## src/rtl/lsu_pkg.sv

```systemverilog
// Shared types and constants for the LSU issue arbiter: warp index, request payload
// and arbiter state encoding.
package lsu_pkg;

    localparam int NUM_WARPS = 4;
    localparam int WARP_W    = 2;
    localparam int LSQ_DEPTH = 8;
    localparam int CNT_W     = 4;

    typedef logic [WARP_W-1:0] warp_t;

    typedef struct packed {
        logic       is_store;
        logic [3:0] dest_reg;
        logic [3:0] base_imm;
    } lsu_req_t;

    typedef enum logic {
        RUN   = 1'b0,
        DRAIN = 1'b1
    } arb_state_t;

endpackage

```

## src/rtl/rr_arbiter_4.sv

```systemverilog
// Combinational 4-way round-robin picker: the first eligible warp at or after rr_ptr
// (wrapping) wins.
module rr_arbiter_4
    import lsu_pkg::*;
(
    input  logic [3:0] eligible,
    input  warp_t      rr_ptr,
    output logic [3:0] grant,
    output warp_t      grant_idx
);

    warp_t cand;

    // Walk from the farthest offset down so the closest eligible warp overrides.
    always_comb begin
        grant     = '0;
        grant_idx = '0;
        cand      = '0;
        for (int k = 3; k >= 0; k--) begin
            cand = rr_ptr + warp_t'(k);
            if (eligible[cand]) begin
                grant       = '0;
                grant[cand] = 1'b1;
                grant_idx   = cand;
            end
        end
    end

endmodule

```

## src/rtl/lsu_issue_arbiter.sv

```systemverilog
// Shares the single LSU among four warps: round-robin issue, one outstanding op per
// warp, LSQ credit tracking and a drain sequence for the scheduler.
module lsu_issue_arbiter
    import lsu_pkg::*;
#(
    parameter int NUM_WARPS = lsu_pkg::NUM_WARPS,
    parameter int WARP_W    = lsu_pkg::WARP_W,
    parameter int LSQ_DEPTH = lsu_pkg::LSQ_DEPTH,
    parameter int CNT_W     = lsu_pkg::CNT_W
) (
    input  logic                   clk,
    input  logic                   reset,
    input  logic [NUM_WARPS-1:0]   req_valid,
    input  logic [NUM_WARPS-1:0]   req_is_store,
    input  logic [4*NUM_WARPS-1:0] req_dest_reg,
    input  logic [4*NUM_WARPS-1:0] req_base_imm,
    output logic [NUM_WARPS-1:0]   req_ready,
    output logic                   lsu_queue_write_en,
    output logic [WARP_W-1:0]      lsu_warp_num,
    output logic                   lsu_instr_bit,
    output logic [3:0]             lsu_dest_reg,
    output logic [3:0]             lsu_base_imm,
    input  logic                   lsu_done_in,
    input  logic [WARP_W-1:0]      lsu_done_warp,
    output logic [NUM_WARPS-1:0]   warp_busy,
    output logic [CNT_W-1:0]       credits,
    input  logic                   flush_req,
    output logic                   flush_done,
    output logic                   protocol_err
);

    localparam logic [CNT_W-1:0] FULL = CNT_W'(LSQ_DEPTH);

    arb_state_t            state_q, state_d;
    logic [NUM_WARPS-1:0]  busy_q, busy_d;
    logic [CNT_W-1:0]      credits_q, credits_d;
    warp_t                 rr_ptr_q, rr_ptr_d;
    logic [NUM_WARPS-1:0]  ready_q, ready_d;
    logic                  wen_q, wen_d;
    warp_t                 warp_q, warp_d;
    lsu_req_t              pl_q, pl_d;
    logic                  flush_done_q, flush_done_d;
    logic                  err_q, err_d;

    logic [NUM_WARPS-1:0]  eligible;
    logic [3:0]            grant;
    warp_t                 grant_idx;
    logic                  grant_any;
    logic                  done_ok;
    lsu_req_t              req_pl [NUM_WARPS];

    rr_arbiter_4 u_rr (
        .eligible  (eligible),
        .rr_ptr    (rr_ptr_q),
        .grant     (grant),
        .grant_idx (grant_idx)
    );

    always_comb begin
        for (int w = 0; w < NUM_WARPS; w++) begin
            req_pl[w].is_store = req_is_store[w];
            req_pl[w].dest_reg = req_dest_reg[4*w +: 4];
            req_pl[w].base_imm = req_base_imm[4*w +: 4];
        end
    end

    always_comb begin
        eligible  = (state_q == RUN && credits_q != '0) ? (req_valid & ~busy_q) : '0;
        grant_any = |grant;
        // A done is only trusted when it matches an outstanding op and a credit is out.
        done_ok   = lsu_done_in && busy_q[lsu_done_warp] && (credits_q != FULL);

        busy_d = busy_q | grant;
        if (done_ok) begin
            busy_d[lsu_done_warp] = 1'b0;
        end

        credits_d = credits_q;
        case ({grant_any, done_ok})
            2'b10:   credits_d = credits_q - CNT_W'(1);
            2'b01:   credits_d = credits_q + CNT_W'(1);
            default: credits_d = credits_q;
        endcase

        rr_ptr_d = grant_any ? grant_idx + warp_t'(1) : rr_ptr_q;
        err_d    = err_q | (lsu_done_in & ~done_ok);

        ready_d = grant;
        wen_d   = grant_any;
        warp_d  = grant_any ? grant_idx : '0;
        pl_d    = grant_any ? req_pl[grant_idx] : '0;

        // Drain completes on the edge that retires the last outstanding op.
        state_d      = state_q;
        flush_done_d = 1'b0;
        case (state_q)
            RUN: begin
                if (flush_req) state_d = DRAIN;
            end
            DRAIN: begin
                if (credits_d == FULL && busy_d == '0) begin
                    state_d      = RUN;
                    flush_done_d = 1'b1;
                end
            end
            default: state_d = RUN;
        endcase
    end

    always_ff @(posedge clk) begin
        if (!reset) begin
            state_q      <= RUN;
            busy_q       <= '0;
            credits_q    <= FULL;
            rr_ptr_q     <= '0;
            ready_q      <= '0;
            wen_q        <= 1'b0;
            warp_q       <= '0;
            pl_q         <= '0;
            flush_done_q <= 1'b0;
            err_q        <= 1'b0;
        end else begin
            state_q      <= state_d;
            busy_q       <= busy_d;
            credits_q    <= credits_d;
            rr_ptr_q     <= rr_ptr_d;
            ready_q      <= ready_d;
            wen_q        <= wen_d;
            warp_q       <= warp_d;
            pl_q         <= pl_d;
            flush_done_q <= flush_done_d;
            err_q        <= err_d;
        end
    end

    assign req_ready          = ready_q;
    assign lsu_queue_write_en = wen_q;
    assign lsu_warp_num       = warp_q;
    assign lsu_instr_bit      = pl_q.is_store;
    assign lsu_dest_reg       = pl_q.dest_reg;
    assign lsu_base_imm       = pl_q.base_imm;
    assign warp_busy          = busy_q;
    assign credits            = credits_q;
    assign flush_done         = flush_done_q;
    assign protocol_err       = err_q;

endmodule
```

## config.mk

```make
export PLATFORM = sky130hd
export DESIGN_NAME = lsu_issue_arbiter
export DESIGN_NICKNAME = d
export VERILOG_FILES = /design/src/rtl/lsu_pkg.sv /design/src/rtl/rr_arbiter_4.sv /design/src/rtl/lsu_issue_arbiter.sv
export SDC_FILE = /design/constraint.sdc
export NUM_CORES = 1
export LEC_CHECK = 0
export BUFFER_PORTS_ARGS = -buffer_cell sky130_fd_sc_hd__buf_2
export CAP_MARGIN = 25
export CORE_ASPECT_RATIO = 1.5
export CORE_MARGIN = 2
export CORE_UTILIZATION = 50
export DETAILED_ROUTE_END_ITERATION = 10
export GPL_ROUTABILITY_DRIVEN = 0
export PLACE_DENSITY = 0.8
export SYNTH_ARGS = -nofsm -noshare
export SYNTH_HDL_FRONTEND = slang
export SYNTH_SLANG_ARGS = --single-unit
```

## constraint.sdc

```tcl
create_clock -name clk -period 4.6 [get_ports clk]
set_clock_uncertainty 0.05 [all_clocks]
set_input_delay 0 -clock clk [delete_from_list [all_inputs] [get_ports clk]]
set_output_delay 0 -clock clk [all_outputs]
set_load 0.03 [all_outputs]
```

-- Word-level counts from Yosys, hierarchy flattened
Index checks and enable logic that the tools add are counted.
- register bits: 29
- output and inout port bits: 26
- word-level logic and storage cells: 95
- input port bits: 46
- bitwise logic cells: 10
- reductions and logical operators: 14
- mux-type cells: 38
- equal/unequal tests: 4
- order comparisons: 11
- $add $sub $neg: 6
- operator list (kind ; number):
    $mux W4 ; 6
    $bmux W9 S2 ; 1
    $mux W9 ; 2
    $lt A2 B3 Y1 const B ; 5
    $mux W1 ; 13
    $bmux W1 S2 ; 5
    $demux W1 S2 ; 5
    $ge A2 B1 Y1 const B ; 5
    $logic_and A1 B1 Y1 ; 9
    $and A4 B4 Y4 ; 2
    $mux W2 ; 4
    $not A4 Y4 ; 2
    $pmux W4 S2 ; 1
    $add A2 B1 Y2 const B ; 2
    $add A2 B2 Y2 const B ; 2
    $add A4 B1 Y4 const B ; 1
    $eq A4 B4 Y1 const B ; 1
    $logic_not A4 Y1 ; 1
    $ne A4 B4 Y1 const B ; 1
    $or A4 B4 Y4 ; 1
    $reduce_and A2 Y1 ; 2
    $reduce_bool A4 Y1 ; 1
    $reduce_or A4 Y1 ; 1
    $sub A4 B1 Y4 const B ; 1
    8 further kinds ; 9

-- Logic depth before layout (Yosys ltp)
- word-level depth: 16
- gate-level depth with buffers: 18
- depth with buffers taken out: 18

-- Modules after synthesis
A second synthesis with hierarchy kept.
- cells, all modules: 203
- area total of the unflattened synthesis: 2073.2 µm²
- by module, submodules not included (module ; instances ; sequential area each (µm²) ; area each (µm²) ; cells an instance):
    lsu_issue_arbiter ; 1 ; 580.6 ; 1487.7 ; 137
    rr_arbiter_4 ; 1 ; 0.0 ; 585.6 ; 66

-- Worst setup path after synthesis
Ideal clock, no wire load.
- path type: reg2reg
- start: register rr_ptr_q[0]
- end: register flush_done_q (netlist: flush_done)
- buffers on the path: 0
- setup time: 0.116 ns
- path slack: 0.738 ns
- cell stages (with the launch flop): 19
- data required time: 4.434 ns
- period minus slack after synthesis: 3.862 ns
- arrival time: 3.696 ns
- path through: dfxtp_1 -> inv_1 -> ha_1 -> or4bb_1 -> o22ai_1 -> o21a_4 -> a32oi_2 -> a31oi_4 -> nor4_4 -> ha_1 -> inv_1 -> ha_1 -> a21o_1 -> a21oi_1 -> xnor2_1 -> nor2_1 -> xnor2_1 -> nor2_1 -> and4_1
- word-level cells in the longest chain between the ends: 15
- elaborated cells on any way between the ends: 46
- classes of those cells: 3 x add/sub; 8 x order compare; 3 x eq/ne; 23 x mux; 2 x bitwise; 7 x reduce/logical
- RTL lines (what ; RTL line ; RTL):
    from (decl) ; lsu_issue_arbiter.sv:37 ; warp_t rr_ptr_q, rr_ptr_d;
    from (signal assigned) ; lsu_issue_arbiter.sv:126 ; rr_ptr_q <= rr_ptr_d;
    $add A2 B2 Y2 ; rr_arbiter_4.sv:20 ; cand = rr_ptr + warp_t'(k);
    $lt A2 B3 Y1 (not written as such) / $ge A2 B1 Y1 (equally long branches) ; rr_arbiter_4.sv:23 ; grant[cand] = 1'b1;
    $logic_and A1 B1 Y1 (not written as such) ; rr_arbiter_4.sv:23 ;
    $mux W1 (not written as such) ; rr_arbiter_4.sv:23 ;
    $demux W1 S2 ; -- ;
    $mux W4 (3 in a row) ; rr_arbiter_4.sv:21 ; if (eligible[cand]) begin
    $mux W4 (*) ; rr_arbiter_4.sv:21 ;
    $reduce_or A4 Y1 / $or A4 B4 Y4 (equally long branches) ; lsu_issue_arbiter.sv:69, lsu_issue_arbiter.sv:73 ;
    $eq A2 B1 Y1 (tied with other cells) ; lsu_issue_arbiter.sv:79 ; case ({grant_any, done_ok})
    $pmux W4 S2 / $mux W4 (equally long branches) ; lsu_issue_arbiter.sv:79, lsu_issue_arbiter.sv:74 ;
    $eq A4 B4 Y1 / $logic_not A4 Y1 (equally long branches) ; lsu_issue_arbiter.sv:101 ; if (credits_d == FULL && busy_d == '0) begin
    $logic_and A1 B1 Y1 (*) ; lsu_issue_arbiter.sv:101 ;
    $mux W1 (*) ; lsu_issue_arbiter.sv:101 ;
    to (signal assigned) ; lsu_issue_arbiter.sv:131 ; flush_done_q <= flush_done_d;
    to (decl) ; lsu_issue_arbiter.sv:42 ; logic flush_done_q, flush_done_d;
Every way passes the cells marked *; elsewhere a longest branch is shown, timed or not. The select of a mux whose other input is x is not followed.
A chain may end at the register's enable or synchronous reset.

-- Worst setup path in the final report
- start: register rr_ptr_q[1]
- end: register flush_done_q (netlist: flush_done)
The elaborated chain is that of the path after synthesis.

==> summary.md <==
- finished clean — status
- 3 — number of cells on the worst hold path
- sky130_fd_sc_hd__clkbuf_8 — root buffer cell
- 0.28 ns — clock latency at the later pin of the worst-skew pair
- 21.0% — portion of total power attributed to sequential cells
- 0 — final hold vios
- 5.80 — detailed-route vias per instance
- built — TritonCTS clock tree
- 18 — depth of the worst register-to-register path
- 0 — number of enable flip-flop cells after synthesis
- 29 — number of synthesized register bits
- 0.00210 sq mm — Cell Area, Synth
- rr_ptr_q[1]$_SDFFE_PN0N_ — reg-to-reg critical path startpoint
- 52.6% — Initial Util
- 0.00120 uW — LEAKAGE
- 91.9% — final clock period utilization by the worst path
- 15.4 um — Routed WL per cell
- req_dest_reg[13] — beginning of the worst hold path
- 12.6% — clock group share of total power
- 0 — postcts setup bufs
- 0.00474 sq mm — Die Footprint
- 0.409 ns — Post-Place Setup Slack
- 1851 — vias in the first global route
- 0 — max-cap check violation count
- flip-flop to flip-flop — Worst Setup Path Type
- 56.9 um — Die X
- 72 — number of top-level pins
- 43.2% — share of layout cells above drive strength 1
- 0 — post-route DRC violation count
- 22.0% — combined global-route utilization of all metal layers
- 4.36 ns — data arrival at the endpoint of the critical path
- 4 — DRT Pass-1 Iters
- 22 — maximum number of pins on one net before global-route repair
- 29 — clock sinks
- 0 — total of warnings raised by yosys
- 66.4% — combinational group share of total power
- 2 — depth of the CTS H-tree
- 0.37 ns — Worst R2R Setup Slack
- 0.06 ns — clock slew at reported path FFs
- 236 MHz — peak clock frequency supported by timing
- flip-flop — Critical Path Sink Type
- flip-flop — launching element type of the critical path
- 47.5% — switching portion of total power
- 957 uW — net load switching power
- 206 — number of standard cells after synthesis
- 0% — fraction of synthesis flops using an asynchronous set or reset pin
- 0 — final setup fails
- 337 — fin nets
- 27.7% — fraction of the yosys area taken by sequential cells
- flush_done$_SDFF_PN0_ — worst reg2reg path endpoint
- 0 — number of slew-limit violations in the final report
- 0 ns — Total Neg Setup Slack
- 8 — Worst Path Max Fanout
- 10.2 sq um — Synth Area per Inst
- 2 — maximum number of buffers from clock root to sink
- primary input to flip-flop — Hold/Removal Path Class
- 5.01 mm — overall routed net length
- 71 — number of port buffers
- 33.0% — worst rel slew slack
- 4.73 ns — WP data required
- 0.499 mV — worst vdd rail ir drop
- rr_ptr_q[1]$_SDFFE_PN0N_ — start point of the critical path
- 23.1% — layout overhead on the synthesized area
- 780 mW/mm^2 — Power Density
- 3.95 mm — estimated wirelength of the detail-placed design
- 0 — count of inserted antenna diode cells
- 365 — fillcell total
- 4.23 ns — shortest period the worst path allows
- 0.00399 sq mm — Std-Cell Core Area
- false — unrepaired setup endpoints after global routing
- 65 — number of DRC violations after detailed-routing iteration 0
- 0 — number of antenna-violating nets in the routed design
- lsu_dest_reg[1]$_SDFF_PN0_ — Worst Hold End
- 1884 — total via count in the routed design
- 263 — syn_nets
- 28 — # rows
- 8.21 mm — wire length of the first global-routing pass
- sky130_fd_sc_hd__dfxtp_1 — most frequently used flop master after synthesis
- 0 — antenna violations before repair
- 60 — number of distinct library cells after synthesis
- 0 — sum of overflow across all layers after global routing
- 1.00 ns — Worst-Margin Slew
- 83.4 um — Die Ht
- 1060 uW — cell internal power dissipation
- 5 — TritonCTS buffer count
- 0.371 ns — worst-case setup margin in the final layout
-- timing repair --
item / 4_1_cts / 5_1_grt
resized for setup: 0 / 0
hold buffers: 2 / 0
endpoints found under the hold margin: 2 / 0
-- worst max path at each step --
stage                                 end  slack [ns]  cells after the start
floorplan           flush_done$_SDFF_PN0_        0.74                     18
global placement    flush_done$_SDFF_PN0_        0.55                     18
detailed placement  flush_done$_SDFF_PN0_        0.41                     18
CTS                 flush_done$_SDFF_PN0_        0.38                     18
global route        flush_done$_SDFF_PN0_        0.09                     18
finish              flush_done$_SDFF_PN0_        0.37                     18
-- cells in the final DEF, fill, tap and decap left out, types with 4 or more instances in the layout --
master	instances
sky130_fd_sc_hd__buf_2	71
sky130_fd_sc_hd__dfxtp_1	29
sky130_fd_sc_hd__nor2_1	24
sky130_fd_sc_hd__mux2i_1	12
sky130_fd_sc_hd__mux2_2	10
sky130_fd_sc_hd__ha_1	10
sky130_fd_sc_hd__nand2_1	9
sky130_fd_sc_hd__inv_1	8
sky130_fd_sc_hd__a211oi_2	8
sky130_fd_sc_hd__a21oi_1	7
sky130_fd_sc_hd__and2_1	5
sky130_fd_sc_hd__clkbuf_8	5
sky130_fd_sc_hd__nor2b_1	4
sky130_fd_sc_hd__nor3b_1	4
sky130_fd_sc_hd__xnor2_1	4
-- worst max-delay path, stage by stage, from the launching register on --
cell	delay, ns
sky130_fd_sc_hd__dfxtp_1	0.50
sky130_fd_sc_hd__inv_1	0.17
sky130_fd_sc_hd__ha_1	0.40
sky130_fd_sc_hd__or4bb_1	0.49
sky130_fd_sc_hd__o22ai_1	0.23
sky130_fd_sc_hd__o21a_4	0.19
sky130_fd_sc_hd__a32oi_2	0.12
sky130_fd_sc_hd__a31oi_4	0.33
sky130_fd_sc_hd__nor4_4	0.10
sky130_fd_sc_hd__ha_1	0.21
sky130_fd_sc_hd__inv_1	0.11
sky130_fd_sc_hd__ha_1	0.24
sky130_fd_sc_hd__a21o_1	0.16
sky130_fd_sc_hd__a21oi_1	0.18
sky130_fd_sc_hd__xnor2_1	0.13
sky130_fd_sc_hd__nor2_1	0.06
sky130_fd_sc_hd__xnor2_1	0.18
sky130_fd_sc_hd__nor2_1	0.08
sky130_fd_sc_hd__and4_1	0.17
-- cells by family (layout without fill, tap and decap cells) --
group           after synthesis  in the layout  share of synthesized area (%)
mux                          27             27                           16.8
flops                        29             29                           27.7
fa+ha+maj                    11             11                           6.91
compound gates               47             47                           21.8
simple gates                 70             70                           20.0
xor+xnor                      5              5                           2.09
buf+inv                      17             91                           4.71
-- power groups by stage --
stage | logic, uW | registers [uW] | clock network, uW
finish | 1340 | 424 | 254
global route | 1460 | 436 | 266
CTS | 1340 | 423 | 259
detailed placement | 1340 | 428 | 0
global placement | 1310 | 424 | 0
floorplan | 969 | 572 | 0
-- area by class of cell --
| class | instances | area, sq um | share of cell area, % |
|---|---|---|---|
| tap | 45 | 56.3 | 2.18 |
| clock inverter | 2 | 35.0 | 1.36 |
| multi-input combinational | 160 | 1420 | 54.9 |
| timing repair buffer | 75 | 390 | 15.1 |
| sequential | 29 | 581 | 22.5 |
| inverter | 9 | 33.8 | 1.31 |
| clock buffer | 5 | 68.8 | 2.66 |
-- cell usage after synthesis (all sizes together), types with 2 or more instances --
master | number | area, sq um
inv | 9 | 33.8
o22ai | 2 | 12.5
mux4 | 5 | 120
nor4 | 2 | 27.5
mux2i | 12 | 120
o211ai | 2 | 15.0
a31oi | 5 | 61.3
mux2 | 10 | 113
nor3 | 2 | 21.3
ha | 10 | 125
a32oi | 3 | 41.3
xnor2 | 4 | 35.0
nand2 | 9 | 33.8
nor3b | 4 | 30.0
dfxtp | 29 | 581
o21a | 2 | 22.5
nand2b | 4 | 40.0
nor2b | 6 | 42.5
buf | 4 | 50.1
nand3 | 3 | 15.0
clkbuf | 4 | 15.0
a311oi | 2 | 17.5
and2 | 6 | 38.8
nor2 | 26 | 103
or4bb | 2 | 22.5
a211oi | 10 | 115
o21ai | 4 | 20.0
a21oi | 8 | 43.8
a21o | 2 | 15.0
-- per-stage QoR --
stage,hold slack (ns),cell area [sq um],total power [uW],std cells,utilization [%]
after CTS,0.00133,2580,2030,325,64.7
after global placement,0.254,2460,1740,316,61.6
after floorplan,0.0802,2100,1540,206,-
after detailed placement,0.250,2460,1770,316,61.6
after global routing,0.0252,2580,2160,325,64.7
final,0.00499,2580,2020,325,64.7
-- per-layer routing --
layer,wire [um],GRT usage [%],vias to the layer above
li1,-,-,910
met1,1840,23.1,868
met2,2650,39.1,94
met3,359,5.92,12
met4,160,10.6,0
met5,0,0,-
No activity file was read; power rests on OpenSTA's default activity.
